[config.mk]
export PLATFORM = sky130hd
export DESIGN_NAME = sram_b_port_arbiter_flat
export DESIGN_NICKNAME = d
export VERILOG_FILES = /design/src/rtl/sram_b_port_arbiter_pkg.sv /design/src/rtl/sram_b_port_arbiter_if.sv /design/src/rtl/sram_b_port_arbiter_rr_arb2.sv /design/src/rtl/sram_b_port_arbiter.sv /design/src/flat_wrapper.sv
export SDC_FILE = /design/constraint.sdc
export NUM_CORES = 1
export LEC_CHECK = 0
export ABC_AREA = 1
export BUFFER_PORTS_ARGS = -buffer_cell sky130_fd_sc_hd__buf_2
export CAP_MARGIN = 25
export CELL_PAD_IN_SITES_DETAIL_PLACEMENT = 0
export CELL_PAD_IN_SITES_GLOBAL_PLACEMENT = 1
export CORE_ASPECT_RATIO = 1.25
export CORE_MARGIN = 1
export CORE_UTILIZATION = 30
export DETAILED_ROUTE_END_ITERATION = 8
export GPL_TIMING_DRIVEN = 0
export PLACE_DENSITY = 0.8
export REMOVE_ABC_BUFFERS = 1
export SYNTH_ARGS = -nofsm -noshare
export SYNTH_HDL_FRONTEND = slang
export SYNTH_SLANG_ARGS = --single-unit
[constraint.sdc]
create_clock -name CLK -period 2.89 [get_ports CLK]
set_input_delay 0.289 -clock CLK [delete_from_list [all_inputs] [get_ports CLK]]
set_output_delay 0.289 -clock CLK [all_outputs]
set_load 0.03 [all_outputs]
[src/rtl/sram_b_port_arbiter_pkg.sv]
// Shared types and constants for the two-requester SRAM port arbiter.
package sram_b_arb_pkg;

  localparam int NREQ        = 2;
  localparam int SRAM_RD_LAT = 1;

  typedef logic [$clog2(NREQ)-1:0] req_idx_t;

  // Observable arbiter state: round-robin pointers and reads awaiting Q1.
  typedef struct packed {
    req_idx_t          wr_ptr;
    req_idx_t          rd_ptr;
    logic [NREQ-1:0]   inflight;
  } arb_dbg_t;

  function automatic req_idx_t other_req(input req_idx_t r);
    return ~r;
  endfunction

endpackage

[src/rtl/sram_b_port_arbiter_if.sv]
// Requester-side bus of the arbiter: write, read and response channels per requester.
interface sram_b_port_arbiter_if #(
  parameter int ABITS = 8,
  parameter int DBITS = 8
);
  import sram_b_arb_pkg::*;

  // Every channel is valid/ready: a transfer happens on a cycle where both are
  // high. wr_ready/rd_ready are combinational grants; rsp_valid is a registered
  // slot that holds its data until the requester raises rsp_ready.
  logic [NREQ-1:0]       wr_valid;
  logic [NREQ-1:0]       wr_ready;
  logic [NREQ*ABITS-1:0] wr_addr;
  logic [NREQ*DBITS-1:0] wr_data;
  logic [NREQ*DBITS-1:0] wr_mask;
  logic [NREQ-1:0]       rd_valid;
  logic [NREQ-1:0]       rd_ready;
  logic [NREQ*ABITS-1:0] rd_addr;
  logic [NREQ-1:0]       rsp_valid;
  logic [NREQ-1:0]       rsp_ready;
  logic [NREQ*DBITS-1:0] rsp_data;
  arb_dbg_t              dbg;

  modport master (
    output wr_valid, wr_addr, wr_data, wr_mask, rd_valid, rd_addr, rsp_ready,
    input  wr_ready, rd_ready, rsp_valid, rsp_data, dbg
  );

  modport slave (
    input  wr_valid, wr_addr, wr_data, wr_mask, rd_valid, rd_addr, rsp_ready,
    output wr_ready, rd_ready, rsp_valid, rsp_data, dbg
  );

endinterface

[src/rtl/sram_b_port_arbiter_rr_arb2.sv]
// Two-way round-robin arbiter; the pointer names the favoured requester.
module rr_arb2
  import sram_b_arb_pkg::*;
(
  input  logic            clk,
  input  logic            rst,
  input  logic [NREQ-1:0] req_i,
  input  logic            advance_i,
  output logic [NREQ-1:0] gnt_o,
  output req_idx_t        ptr_o
);

  req_idx_t ptr_q, ptr_d;
  req_idx_t win;

  always_ff @(posedge clk or posedge rst) begin
    if (rst) ptr_q <= '0;
    else     ptr_q <= ptr_d;
  end

  // After a grant the other requester becomes favoured.
  always_comb begin
    ptr_d = ptr_q;
    if (advance_i) ptr_d = other_req(win);
  end

  always_comb begin
    gnt_o = req_i;
    if (&req_i) gnt_o = (ptr_q == req_idx_t'(1)) ? 2'b10 : 2'b01;
  end

  assign win   = req_idx_t'(gnt_o[1]);
  assign ptr_o = ptr_q;

endmodule

[src/rtl/sram_b_port_arbiter.sv]
// Shares a 1w:1r SRAM between two requesters with independent round-robin
// write and read arbitration and a one-entry registered response slot each.
module sram_b_port_arbiter
  import sram_b_arb_pkg::*;
#(
  parameter int ABITS = 8,
  parameter int DBITS = 8,
  parameter int CNTW  = 16
) (
  input  logic             CLK,
  input  logic             RST,
  sram_b_port_arbiter_if.slave bus,
  output logic             CE0,
  output logic [ABITS-1:0] A0,
  output logic [DBITS-1:0] D0,
  output logic             WE0,
  output logic [DBITS-1:0] WEM0,
  output logic             CE1,
  output logic [ABITS-1:0] A1,
  input  logic [DBITS-1:0] Q1,
  output logic [CNTW-1:0]  stall_cnt
);

  logic [NREQ-1:0]       wr_req, wr_gnt;
  logic [NREQ-1:0]       rd_elig, rd_gnt, rd_issue;
  logic [NREQ-1:0]       inflight_q, inflight_d;
  logic [NREQ-1:0]       rsp_valid_q, rsp_valid_d;
  logic [NREQ*DBITS-1:0] rsp_data_q, rsp_data_d;
  logic [CNTW-1:0]       stall_q, stall_d;
  logic [ABITS-1:0]      rd_sel_addr;
  logic                  conflict;
  req_idx_t              wr_ptr, rd_ptr;

  // ---------------- write port ----------------
  assign wr_req = bus.wr_valid & {NREQ{~RST}};

  rr_arb2 u_wr_arb (
    .clk       (CLK),
    .rst       (RST),
    .req_i     (wr_req),
    .advance_i (|wr_gnt),
    .gnt_o     (wr_gnt),
    .ptr_o     (wr_ptr)
  );

  always_comb begin
    CE0  = 1'b0;
    WE0  = 1'b0;
    A0   = '0;
    D0   = '0;
    WEM0 = '0;
    if (wr_gnt[0]) begin
      CE0  = 1'b1;
      WE0  = 1'b1;
      A0   = bus.wr_addr[ABITS-1:0];
      D0   = bus.wr_data[DBITS-1:0];
      WEM0 = bus.wr_mask[DBITS-1:0];
    end else if (wr_gnt[1]) begin
      CE0  = 1'b1;
      WE0  = 1'b1;
      A0   = bus.wr_addr[2*ABITS-1:ABITS];
      D0   = bus.wr_data[2*DBITS-1:DBITS];
      WEM0 = bus.wr_mask[2*DBITS-1:DBITS];
    end
  end

  assign bus.wr_ready = wr_gnt;

  // ---------------- read port ----------------
  // A requester may issue only if its previous read has landed and its slot
  // is empty or draining this cycle.
  assign rd_elig = bus.rd_valid & ~inflight_q & (~rsp_valid_q | bus.rsp_ready)
                 & {NREQ{~RST}};

  rr_arb2 u_rd_arb (
    .clk       (CLK),
    .rst       (RST),
    .req_i     (rd_elig),
    .advance_i (CE1),
    .gnt_o     (rd_gnt),
    .ptr_o     (rd_ptr)
  );

  // A read hitting the address being written this cycle waits one cycle,
  // so it observes the new data and the SRAM never sees a same-address clash.
  always_comb begin
    rd_sel_addr = rd_gnt[1] ? bus.rd_addr[2*ABITS-1:ABITS] : bus.rd_addr[ABITS-1:0];
    conflict    = (|rd_gnt) && CE0 && WE0 && (rd_sel_addr == A0);
    rd_issue    = conflict ? '0 : rd_gnt;
    CE1         = |rd_issue;
    A1          = CE1 ? rd_sel_addr : '0;
  end

  assign bus.rd_ready = rd_issue;

  // ---------------- response slots and stall counter ----------------
  always_comb begin
    inflight_d  = rd_issue;
    rsp_valid_d = rsp_valid_q;
    rsp_data_d  = rsp_data_q;
    for (int r = 0; r < NREQ; r++) begin
      if (inflight_q[r]) begin
        rsp_valid_d[r]                = 1'b1;
        rsp_data_d[r*DBITS +: DBITS]  = Q1;
      end else if (bus.rsp_ready[r]) begin
        rsp_valid_d[r] = 1'b0;
      end
    end
    stall_d = stall_q;
    if (conflict && !(&stall_q)) stall_d = stall_q + CNTW'(1);
  end

  always_ff @(posedge CLK or posedge RST) begin
    if (RST) begin
      inflight_q  <= '0;
      rsp_valid_q <= '0;
      rsp_data_q  <= '0;
      stall_q     <= '0;
    end else begin
      inflight_q  <= inflight_d;
      rsp_valid_q <= rsp_valid_d;
      rsp_data_q  <= rsp_data_d;
      stall_q     <= stall_d;
    end
  end

  assign bus.rsp_valid = rsp_valid_q;
  assign bus.rsp_data  = rsp_data_q;
  assign stall_cnt     = stall_q;

  always_comb begin
    bus.dbg          = '0;
    bus.dbg.wr_ptr   = wr_ptr;
    bus.dbg.rd_ptr   = rd_ptr;
    bus.dbg.inflight = inflight_q;
  end

endmodule

[src/flat_wrapper.sv]
// flat-port wrapper written by rule: the top's interface ports become plain ports
module sram_b_port_arbiter_flat import sram_b_arb_pkg::*;
#(
  parameter int ABITS = 8,
  parameter int DBITS = 8,
  parameter int CNTW  = 16
)
  (CLK, RST, CE0, A0, D0, WE0, WEM0, CE1, A1, Q1, stall_cnt, bus_wr_valid, bus_wr_addr, bus_wr_data, bus_wr_mask, bus_rd_valid, bus_rd_addr, bus_rsp_ready, bus_wr_ready, bus_rd_ready, bus_rsp_valid, bus_rsp_data, bus_dbg);
  sram_b_port_arbiter_if #(.ABITS(ABITS), .DBITS(DBITS)) bus_i ();
  input  logic CLK;
  input  logic RST;
  output logic CE0;
  output logic [ABITS-1:0] A0;
  output logic [DBITS-1:0] D0;
  output logic WE0;
  output logic [DBITS-1:0] WEM0;
  output logic CE1;
  output logic [ABITS-1:0] A1;
  input  logic [DBITS-1:0] Q1;
  output logic [CNTW-1:0] stall_cnt;
  input wire logic [$bits(bus_i.wr_valid)-1:0] bus_wr_valid;
  input wire logic [$bits(bus_i.wr_addr)-1:0] bus_wr_addr;
  input wire logic [$bits(bus_i.wr_data)-1:0] bus_wr_data;
  input wire logic [$bits(bus_i.wr_mask)-1:0] bus_wr_mask;
  input wire logic [$bits(bus_i.rd_valid)-1:0] bus_rd_valid;
  input wire logic [$bits(bus_i.rd_addr)-1:0] bus_rd_addr;
  input wire logic [$bits(bus_i.rsp_ready)-1:0] bus_rsp_ready;
  output wire logic [$bits(bus_i.wr_ready)-1:0] bus_wr_ready;
  output wire logic [$bits(bus_i.rd_ready)-1:0] bus_rd_ready;
  output wire logic [$bits(bus_i.rsp_valid)-1:0] bus_rsp_valid;
  output wire logic [$bits(bus_i.rsp_data)-1:0] bus_rsp_data;
  output wire logic [$bits(bus_i.dbg)-1:0] bus_dbg;
  assign bus_i.wr_valid = bus_wr_valid;
  assign bus_i.wr_addr = bus_wr_addr;
  assign bus_i.wr_data = bus_wr_data;
  assign bus_i.wr_mask = bus_wr_mask;
  assign bus_i.rd_valid = bus_rd_valid;
  assign bus_i.rd_addr = bus_rd_addr;
  assign bus_i.rsp_ready = bus_rsp_ready;
  assign bus_wr_ready = bus_i.wr_ready;
  assign bus_rd_ready = bus_i.rd_ready;
  assign bus_rsp_valid = bus_i.rsp_valid;
  assign bus_rsp_data = bus_i.rsp_data;
  assign bus_dbg = bus_i.dbg;
  sram_b_port_arbiter #(.ABITS(ABITS), .DBITS(DBITS), .CNTW(CNTW)) u_core (.CLK(CLK), .RST(RST), .bus(bus_i), .CE0(CE0), .A0(A0), .D0(D0), .WE0(WE0), .WEM0(WEM0), .CE1(CE1), .A1(A1), .Q1(Q1), .stall_cnt(stall_cnt));
endmodule
Yosys cells after proc, flatten, opt, wreduce, memory -nomap -nowiden
Index checks and enable logic that the tools add are counted.
Widths: inputs -> output; s select.
{"block": "totals", "regBits": 38, "in_bits": 80, "output_inout_bits": 77, "word_cells": 52}
{"block": "classes", "n_addsub": 1, "n_eq_ne": 1, "muxes": 19, "bitwise": 10, "n_reduce_logical": 13}
{"cell": "$mux 8", "n": 8}
{"cell": "$add 16x1->16 const B", "n": 1}
{"cell": "$reduce_and 16->1", "n": 1}
{"cell": "$mux 2", "n": 5}
{"cell": "$and 2x2->2", "n": 4}
{"cell": "$eq 8x8->1", "n": 1}
{"cell": "$mux 1", "n": 6}
{"cell": "$reduce_or 2->1", "n": 3}
{"cell": "$logic_and 1x1->1", "n": 4}
{"cell": "$not 2->2", "n": 2}
{"cell": "$reduce_and 2->1", "n": 2}
{"cell": "$reduce_bool 2->1", "n": 2}
{"cell": "$not 1->1", "n": 3}
{"cell": "$or 2x2->2", "n": 1}
{"cell": "$logic_not 1->1", "n": 1}

Logic depth before layout (Yosys ltp)
Gate-level depths: netlist (run 1).
{"block": "depth", "ltp_word": 13, "ltp_mapped": 16, "mapped_depth_nobuf": 16}

Hierarchy
Synthesis (run 1) repeated with hierarchy kept, for this count alone.
{"block": "unflattened", "cells_unflattened": 377, "hier_area_um2": 2685.1}
{"module": "sram_b_port_arbiter", "n_inst": 1, "cells_each": 355, "area_per_inst_um2": 2555.0, "seq_area_each_um2": 900.9}
{"module": "rr_arb2", "n_inst": 2, "cells_each": 11, "area_per_inst_um2": 65.1, "seq_area_each_um2": 25.0}

Least setup slack after synthesis (run 1)
No wires, ideal clock.
{"block": "synth_path", "path_type": "input -> output", "from": "input port RST", "to": "output port A1[0]", "t_arrival_ns": 2.580, "required_ns": 2.601, "path_slack_ns": 0.021, "stages": 11, "path_buffers": 0, "path_cell_list": "clkinv_2 nand3_2 o21ai_1 nand3_1 nand2_1 inv_1 nand2_1 nor2_1 nand3_2 nand2_4 nor2_1"}
{"block": "synth_via", "elab_cells_between_ends": 20, "cone_classes": "1 x eq/ne; 9 x mux; 3 x bitwise; 7 x reduce/logical"}
{"item": "start: declaration", "line": "flat_wrapper.sv:11", "rtl": "input logic RST;"}
{"item": "$not 1->1 (*)", "line": "sram_b_port_arbiter.sv:35", "rtl": "assign wr_req = bus.wr_valid & {NREQ{~RST}};"}
{"item": "$and 2x2->2 (*)", "line": "sram_b_port_arbiter.sv:35"}
{"item": "$reduce_and 2->1", "line": "sram_b_port_arbiter_rr_arb2.sv:29", "rtl": "if (&req_i) gnt_o = (ptr_q == req_idx_t'(1)) ? 2'b10 : 2'b01;"}
{"item": "$mux 2 (*)", "line": "sram_b_port_arbiter_rr_arb2.sv:29"}
{"item": "$mux 8", "line": "sram_b_port_arbiter.sv:58", "rtl": "end else if (wr_gnt[1]) begin"}
{"item": "$mux 8 (*)", "line": "sram_b_port_arbiter.sv:52", "rtl": "if (wr_gnt[0]) begin"}
{"item": "named net A0[3]", "line": "flat_wrapper.sv:13", "rtl": "output logic [ABITS-1:0] A0;"}
{"item": "$eq 8x8->1 (*)", "line": "sram_b_port_arbiter.sv:88", "rtl": "conflict = (|rd_gnt) && CE0 && WE0 && (rd_sel_addr == A0);"}
{"item": "$logic_and 1x1->1 (*)", "line": "sram_b_port_arbiter.sv:88"}
{"item": "$mux 2 (*)", "line": "sram_b_port_arbiter.sv:89", "rtl": "rd_issue = conflict ? '0 : rd_gnt;"}
{"item": "$reduce_or 2->1 (*)", "line": "sram_b_port_arbiter.sv:90", "rtl": "CE1 = |rd_issue;"}
{"item": "$mux 8 (*)", "line": "sram_b_port_arbiter.sv:91", "rtl": "A1 = CE1 ? rd_sel_addr : '0;"}
{"item": "end: declaration", "line": "flat_wrapper.sv:18", "rtl": "output logic [ABITS-1:0] A1;"}
Mark *: on every way through the listed nets, which the timed path passes. The rest lies on a longest branch.

Final worst setup path (run 1)
{"block": "layout_path", "from": "register u_core.inflight_q[0]", "to": "output port A1[6]"}
{"block": "layout_via", "elab_chain_cells": 13, "elab_cells_between_ends": 15, "cone_classes": "1 x eq/ne; 4 x mux; 4 x bitwise; 6 x reduce/logical"}
{"item": "start: declaration", "line": "sram_b_port_arbiter.sv:26", "rtl": "logic [NREQ-1:0] inflight_q, inflight_d;"}
{"item": "start signal: assignment", "line": "sram_b_port_arbiter.sv:120", "rtl": "inflight_q <= inflight_d;"}
{"item": "$not 2->2 (*)", "line": "sram_b_port_arbiter.sv:72", "rtl": "assign rd_elig = bus.rd_valid & ~inflight_q & (~rsp_valid_q | bus.rsp_ready)"}
{"item": "$and 2x2->2 (*) (2 in a row)", "line": "sram_b_port_arbiter.sv:72"}
{"item": "$and 2x2->2 (*)", "line": "sram_b_port_arbiter.sv:73", "rtl": "& {NREQ{~RST}};"}
{"item": "$reduce_and 2->1", "line": "sram_b_port_arbiter_rr_arb2.sv:29"}
{"item": "$mux 2 (*)", "line": "sram_b_port_arbiter_rr_arb2.sv:29"}
{"item": "parallel branches: the longest is 6 deep, another holds $mux 8"}
{"item": "$mux 8 (*)", "line": "sram_b_port_arbiter.sv:91"}
Mark *: on every way between the ends.

==> results of run 1 <==
[state kept, by name, summed over array words and instances, names as in the netlist]
register / flops
u_core.bus.rsp_valid: 2
u_core.u_wr_arb.ptr_o: 1
u_core.inflight_q: 2
u_core.stall_cnt: 16
u_core.u_rd_arb.ptr_o: 1
u_core.bus.rsp_data: 16
[tightest hold or removal path, delay by kind of cell]
| family | cells | cell delay, ns |
|---|---|---|
| buffers and inverters | 3 | 0.44 |
[synth_stat cells (all sizes together)]
| cell | instances | share of area, % |
|---|---|---|
| a21oi | 1 | 0.17 |
| a22o | 16 | 4.8 |
| buf | 11 | 3.5 |
| clkbuf | 4 | 0.52 |
| clkinv | 3 | 0.43 |
| dfrtp | 38 | 33 |
| ha | 1 | 0.43 |
| inv | 58 | 7.7 |
| nand2 | 158 | 22 |
| nand3 | 40 | 7.9 |
| nand3b | 5 | 1.3 |
| nand4 | 18 | 4.4 |
| nor2 | 31 | 6.7 |
| nor3 | 7 | 1.2 |
| nor4 | 2 | 0.43 |
| o21ai | 9 | 1.9 |
| xnor2 | 2 | 0.61 |
| xor2 | 11 | 3.3 |
[through the flow]
stage               area (sq um)  total power [mW]  hold slack [ns]
finish                      4030              2.12           0.0827
detailed placement          3710              1.59            0.455
global route                4030              2.24            0.108
CTS                         3970              2.14           0.0928
global placement            3710              1.57            0.451
floorplan                   2780              1.30            0.239
[layer usage]
layer / share of wire (%) / track usage (%)
met5: 0 / 0
met4: 1.5 / 6.12
met3: 5.0 / 2.73
met2: 52 / 33.2
met1: 41 / 20.0
[how the worst min path moves through the flow]
stage	end	startpoint	slack [ns]	cells past startpoint
CTS	u_core.stall_cnt[1]	RST	0.09	3
finish	u_core.stall_cnt[1]	RST	0.08	3
global placement	u_core.stall_cnt[2]	RST	0.45	2
detailed placement	u_core.bus.rsp_data[12]	RST	0.46	2
global route	u_core.bus.rsp_valid[1]	RST	0.11	3
floorplan	u_core.bus.rsp_data[0]	RST	0.24	1
[cell type report]
cell class | count | area, sq um
Clock buffer | 7 | 133
Timing Repair Buffer | 171 | 918
Inverter | 61 | 248
Fill cell | 1041 | 5240
Multi-Input combinational cell | 302 | 1630
Sequential cell | 38 | 953
Tap cell | 123 | 154
[cells by family (layout without fill, tap and decap cells)]
kind of cell	after synthesis	count (layout)	share of synthesized area [%]
buf+inv	76	239	12.2
compound gates	26	26	6.97
xor+xnor	13	13	3.94
flops	38	38	32.9
fa+ha+maj	1	1	0.433
simple gates	261	262	43.6
[power by group through the flow]
stage / logic, mW / registers [mW] / clock network [mW]
6_report: 0.913 / 0.699 / 0.510
5_1_grt: 0.986 / 0.714 / 0.541
4_1_cts: 0.903 / 0.704 / 0.529
3_5_place_dp: 0.874 / 0.712 / 0
3_3_place_gp: 0.863 / 0.708 / 0
2_1_floorplan: 0.391 / 0.908 / 0
[what timing repair did]
item                                    4_1_cts  5_1_grt
hold buffers                                  1        0
gates resized for setup                       7        4
setup buffers                                 9        5
endpoints found under the setup margin       48       11
hold endpoints to repair                     38        0
pin swaps                                     3        1
cloned                                        1        0
==> flow_summary.ini, run 1 <==
[clock_network]
numClockSinks = 38
worstSkewPairLatency_ns = 0.28
htreeDepth = 2
clock_tree.buffer_depth = 2
clk_pin_slew_worst_paths_ns = 0.06
cts_root_buffer = clkbuf_16
cts_tree = yes
cts_buffers = 5

[power]
p_leak_nw = 2.40
p_clk_share_pct = 24.0
switching_share_pct = 42.0
p_comb_share_pct = 43.0
p_switching_mw = 0.891
power.density_nw_per_um2 = 526
power_frac_seq_pct = 33.0
ir_worst_vdd_v = 0.000191
p_int_mw = 1.23

[outcome]
status = finished clean

[sta]
setup_tns_ns = 0
rsz0062_at_grt = no
finalCritPeriodShare_pct = 93.2
hold_viol_final = 0
slew_headroom_pct = 56.7
fmax_mhz = 371
layout_setup_ws_ns = 0.196
period_needed_ns = 2.69
tightest_slew_ns = 0.647
slew_viol_final = 0
setup_violations = 0
skew_ns = 0.00700

[die]
pin_count = 157
rows = 39
die_h_um = 112
start_util_pct = 31.2
fp.coreArea_sq_um = 9270
die_w_um = 89.8
dieArea_sq_um = 10000

[critical_path]
cp_top_family = simple AND/OR/NAND/NOR gates
cp.arrival_ns = 2.41
slowest_delay_ns = 0.51
critPathBufInv = 2
path_cells = nor2_8 > nand4_4 > buf_12 > nand3b_1 > nand3_1 > nand2_1 > nand2_1 > nor2_4 > nand3_2 > nand2_4 > nor2_1 > buf_2
r2r_cells = 7
r2r_slack_ns = 0.54
crit_cells = 12
r2r-end = u_core.stall_cnt[10]
rr_startpoint = u_core.stall_cnt[0]
cp.required_ns = 2.60
startpoint = u_core.inflight_q[0]
cpMaxStageDelayCell = dfrtp_2
cpMostUsedCell = nand2_1
criticalPathCategory = flip-flop to output pin
cp-endpoint = A1[6]
cp-end-kind = output pin
critPathMaxFanout = 11
critPathLaunchType = flip-flop

[drt]
drtIter0Drc = 162
post_drt_wl_per_cell_um = 12.5
postRouteAntennaNets = 0
drc_errors = 0
vias_per_cell = 4.59
drt_pre_antenna_iters = 4
wl_um = 8800
num_vias = 3219

[global_routing]
grt_usage_pct = 17.6
grt_pass1_wl_um = 14300
antenna_found_initial = 0
grt-ovfl-total = 0
grt_pass1_vias = 3066
grt_max_degree = 39

[yosys]
synth_seq_cells = 38
yosys_warnings = 0
syn_area_sq_um = 2890
synthCells = 415
yosysSeqAreaShare_pct = 32.9
synth.avg_cell_area_sq_um = 6.97
ys_types = 32

[place]
port-buffer-count = 156
placedCellCount = 679
post-place-ws_ns = -0.995
place.detailed.hpwl_um = 6600
gp_congestion = 0.880

[finish]
final_nets = 660
layout_common_cells = buf_2, nand2_1, inv_1, nand3_1, dfrtp_1
post-route-util_pct = 43.5
drive_gt1_share_pct = 36.6
fin_cells = 702
layout_commonest_cell = buf_2
diodes = 0
areaGrowthSynthToFinish_pct = 39.4

[hold_path]
hp-class = primary input to asynchronous set/reset pin

[flow_run]
maxCapViolCount = 0
No activity file was read; power rests on OpenSTA's default activity.
==> run 2: changes to the inputs <==
- ABC_AREA: 1 -> unset
- PLACE_DENSITY: 0.8 -> 0.81
==> run 2 against run 1 <==
The flow now finishes with violations (setup timing); global-route usage rose by 0.55 points; final area fell by 7.8%; worst setup slack worse by 0.58 ns; first-iteration DRC count fell by 72%; sequential power down 5.6%; sequential share of layout area is 2.0 points higher; count of clock-buffer cells in the layout down 1; sequential cell count unchanged; die area shrank 19%.
==> flow_summary.ini, run 2 <==
[outcome]
status = complete, but fails checks
violations = setup timing

[power]
ir_worst_vdd_v = 0.000293
p_total_mw = 1.79
p_leak_nw = 2.08
power.density_nw_per_um2 = 481
p_comb_share_pct = 41.6
p_switching_mw = 0.703
power_frac_seq_pct = 36.9
p_clk_share_pct = 21.5
p_int_mw = 1.08
switching_share_pct = 39.3

[die]
fp.coreArea_sq_um = 7440
rows = 35
dieArea_sq_um = 8090
start_util_pct = 31.2
die_h_um = 100
die_w_um = 80.7
pin_count = 157

[critical_path]
cp-endpoint = A1[1]
slowest_delay_ns = 0.56
r2r-end = u_core.stall_cnt[1]
r2r_slack_ns = -0.31
r2r_cells = 11
cp.arrival_ns = 2.98
critPathBufInv = 3
startpoint = u_core.bus.rsp_valid[0]
path_cells = and2b_2 > or3_4 > o21ai_4 > buf_12 > mux2i_4 > xnor2_2 > or4_4 > o21ai_4 > buf_6 > nor2_1 > buf_4
rr_startpoint = u_core.bus.rsp_valid[0]
cp_top_family = simple AND/OR/NAND/NOR gates
cp-end-kind = output pin
cpMostUsedCell = o21ai_4
criticalPathCategory = flip-flop to output pin
cpMaxStageDelayCell = or4_4
crit_cells = 11
critPathMaxFanout = 5
cp.required_ns = 2.60
critPathLaunchType = flip-flop

[finish]
fillers = 727
layout.area.seq_sq_um = 952
diodes = 0
areaGrowthSynthToFinish_pct = 60.2
post-route-util_pct = 49.9
final_nets = 469
layout_commonest_cell = buf_2
multiInputGateArea_sq_um = 1510
drive_gt1_share_pct = 63.0
layout_common_cells = buf_2, dfrtp_1, mux2_2, xor2_1, buf_4

[yosys]
synth_edf_count = 0
yosysSeqAreaShare_pct = 41.0
syn_area_sq_um = 2320
synth_top_area_share_pct = 41.0
async_flop_share_pct = 100
synth_top_cell_by_area = dfrtp_1
yosys-top-cells-count = dfrtp_1, nor2_1, mux2_2, xor2_1, a22o_1
synth_area_leaders = dfrtp_1, mux2_2, xor2_1
yosys_warnings = 0
ys_types = 49
synth_seq_cells = 38
synthCells = 222
synth.most_common_cell = dfrtp_1
synth.avg_cell_area_sq_um = 10.4
synth_flop_cell = dfrtp_1

[drt]
postRouteAntennaNets = 0
post_drt_wl_per_cell_um = 15.4
drtIter0Drc = 45
drc_errors = 0
drt_pre_antenna_iters = 4
vias_per_cell = 4.92
num_vias = 2367
wl_um = 7410

[sta]
fmax_mhz = 306
tightest_slew_ns = 0.855
setup_violations = 27
layout_setup_ws_ns = -0.380
hold_viol_final = 0
slew_viol_final = 0
skew_ns = 0.00751
hold_slack_ns = 0.246
slew_headroom_pct = 42.9
finalCritPeriodShare_pct = 113
rsz0062_at_grt = yes
period_needed_ns = 3.27

[global_routing]
grt_usage_pct = 18.2
grt_pass1_vias = 2272
grt_max_degree = 43
grt-ovfl-total = 0
antenna_found_initial = 0
grt_pass1_wl_um = 11200

[clock_network]
clock_tree.buffer_depth = 2
cts_root_buffer = clkbuf_8
clk_pin_slew_worst_paths_ns = 0.08
htreeDepth = 2
worstSkewPairLatency_ns = 0.28
cts_tree = yes
numClockSinks = 38
cts_buffers = 5

[hold_path]
hp-class = primary input to flip-flop

[place]
port-buffer-count = 156
gp_congestion = 0.813
place.detailed.hpwl_um = 5410

[flow_run]
maxCapViolCount = 0
run 2: changes by cell type after synthesis, sizes merged, moves of 5 or more:
cell and change:
nand2 -150, inv -53, nand3 -35, mux2 +18
nand4 -13, nor2 -11, a32oi +8, xor2 +7
mux2i +6, nor4 +6, and3 +5, nand2b +5
run 2: power by group through the flow:
stage	Sequential [mW]	Clock, mW	Combinational (mW)
after floorplan	0.823	0	0.280
after global placement	0.669	0	0.653
after CTS	0.660	0.397	0.742
after global routing	0.674	0.418	0.790
final	0.660	0.385	0.742
after detailed placement	0.675	0	0.660
run 2: cells by family after synthesis:
family                   after synthesis  synth area share, %
AO/OA/AOI/OAI                         38                 13.7
buffers and inverters                 21                 5.50
flip-flops                            38                 41.0
adder cells (fa/ha/maj)                1                0.539
multiplexers                          24                 11.3
XOR/XNOR                              20                 7.55
AND/OR/NAND/NOR                       80                 20.4
run 2: what timing repair did:
action / 4_1_cts / 5_1_grt
buffers inserted: 16 / 2
hold endpoints to repair: 0 / 0
hold buffers: 0 / 0
gates cloned: 0 / 1
endpoints found under the setup margin: 30 / 27
gates resized for setup: 70 / 4
pin swaps: 18 / 15
run 2: stage by stage:
stage	cells	setup TNS (ns)	cell area, sq um	setup WS (ns)
finish	481	-7.03	3720	-0.380
global route	481	-10.73	3720	-0.518
CTS	477	-9.49	3660	-0.459
detailed placement	454	-27.88	3110	-1.28
global placement	454	-29.36	3110	-1.26
floorplan	206	-12.34	2210	-0.595
run 2: metal layers:
| layer | wire (um) | track usage, % |
|---|---|---|
| met2 | 4110 | 35.1 |
| met5 | 0 | 0 |
| met3 | 542 | 3.09 |
| met4 | 75 | 4.95 |
| met1 | 2680 | 19.9 |
run 2: worst min path at each step:
stage / start / to / slack, ns / cells after the start
6_report: Q1[2] / u_core.bus.rsp_data[10] / 0.25 / 2
3_3_place_gp: u_core.stall_cnt[11] / u_core.stall_cnt[11] / 0.47 / 1
4_1_cts: Q1[2] / u_core.bus.rsp_data[10] / 0.24 / 2
3_5_place_dp: u_core.stall_cnt[11] / u_core.stall_cnt[11] / 0.48 / 1
5_1_grt: Q1[0] / u_core.bus.rsp_data[0] / 0.24 / 2
2_1_floorplan: bus_wr_valid[1] / u_core.u_wr_arb.ptr_o / 0.40 / 1
run 2: worst register-to-register path: stages (launching register included):
cell and delay [ns]:
dfrtp_1 0.38, and2b_2 0.20, or3_4 0.40, o21ai_4 0.17, buf_12 0.13, mux2i_4 0.25, xnor2_2 0.08, or4_4 0.56
buf_4 0.18, buf_4 0.17, nor3_4 0.21, mux2_2 0.35
run 2: area by class of cell:
class,instances,share of cell area [%]
inverter,5,0.505
clock buffer,6,2.22
sequential,38,25.6
tap,92,3.10
multi-input combinational,163,40.5
clock inverter,2,0.337
timing repair buffer,175,27.7
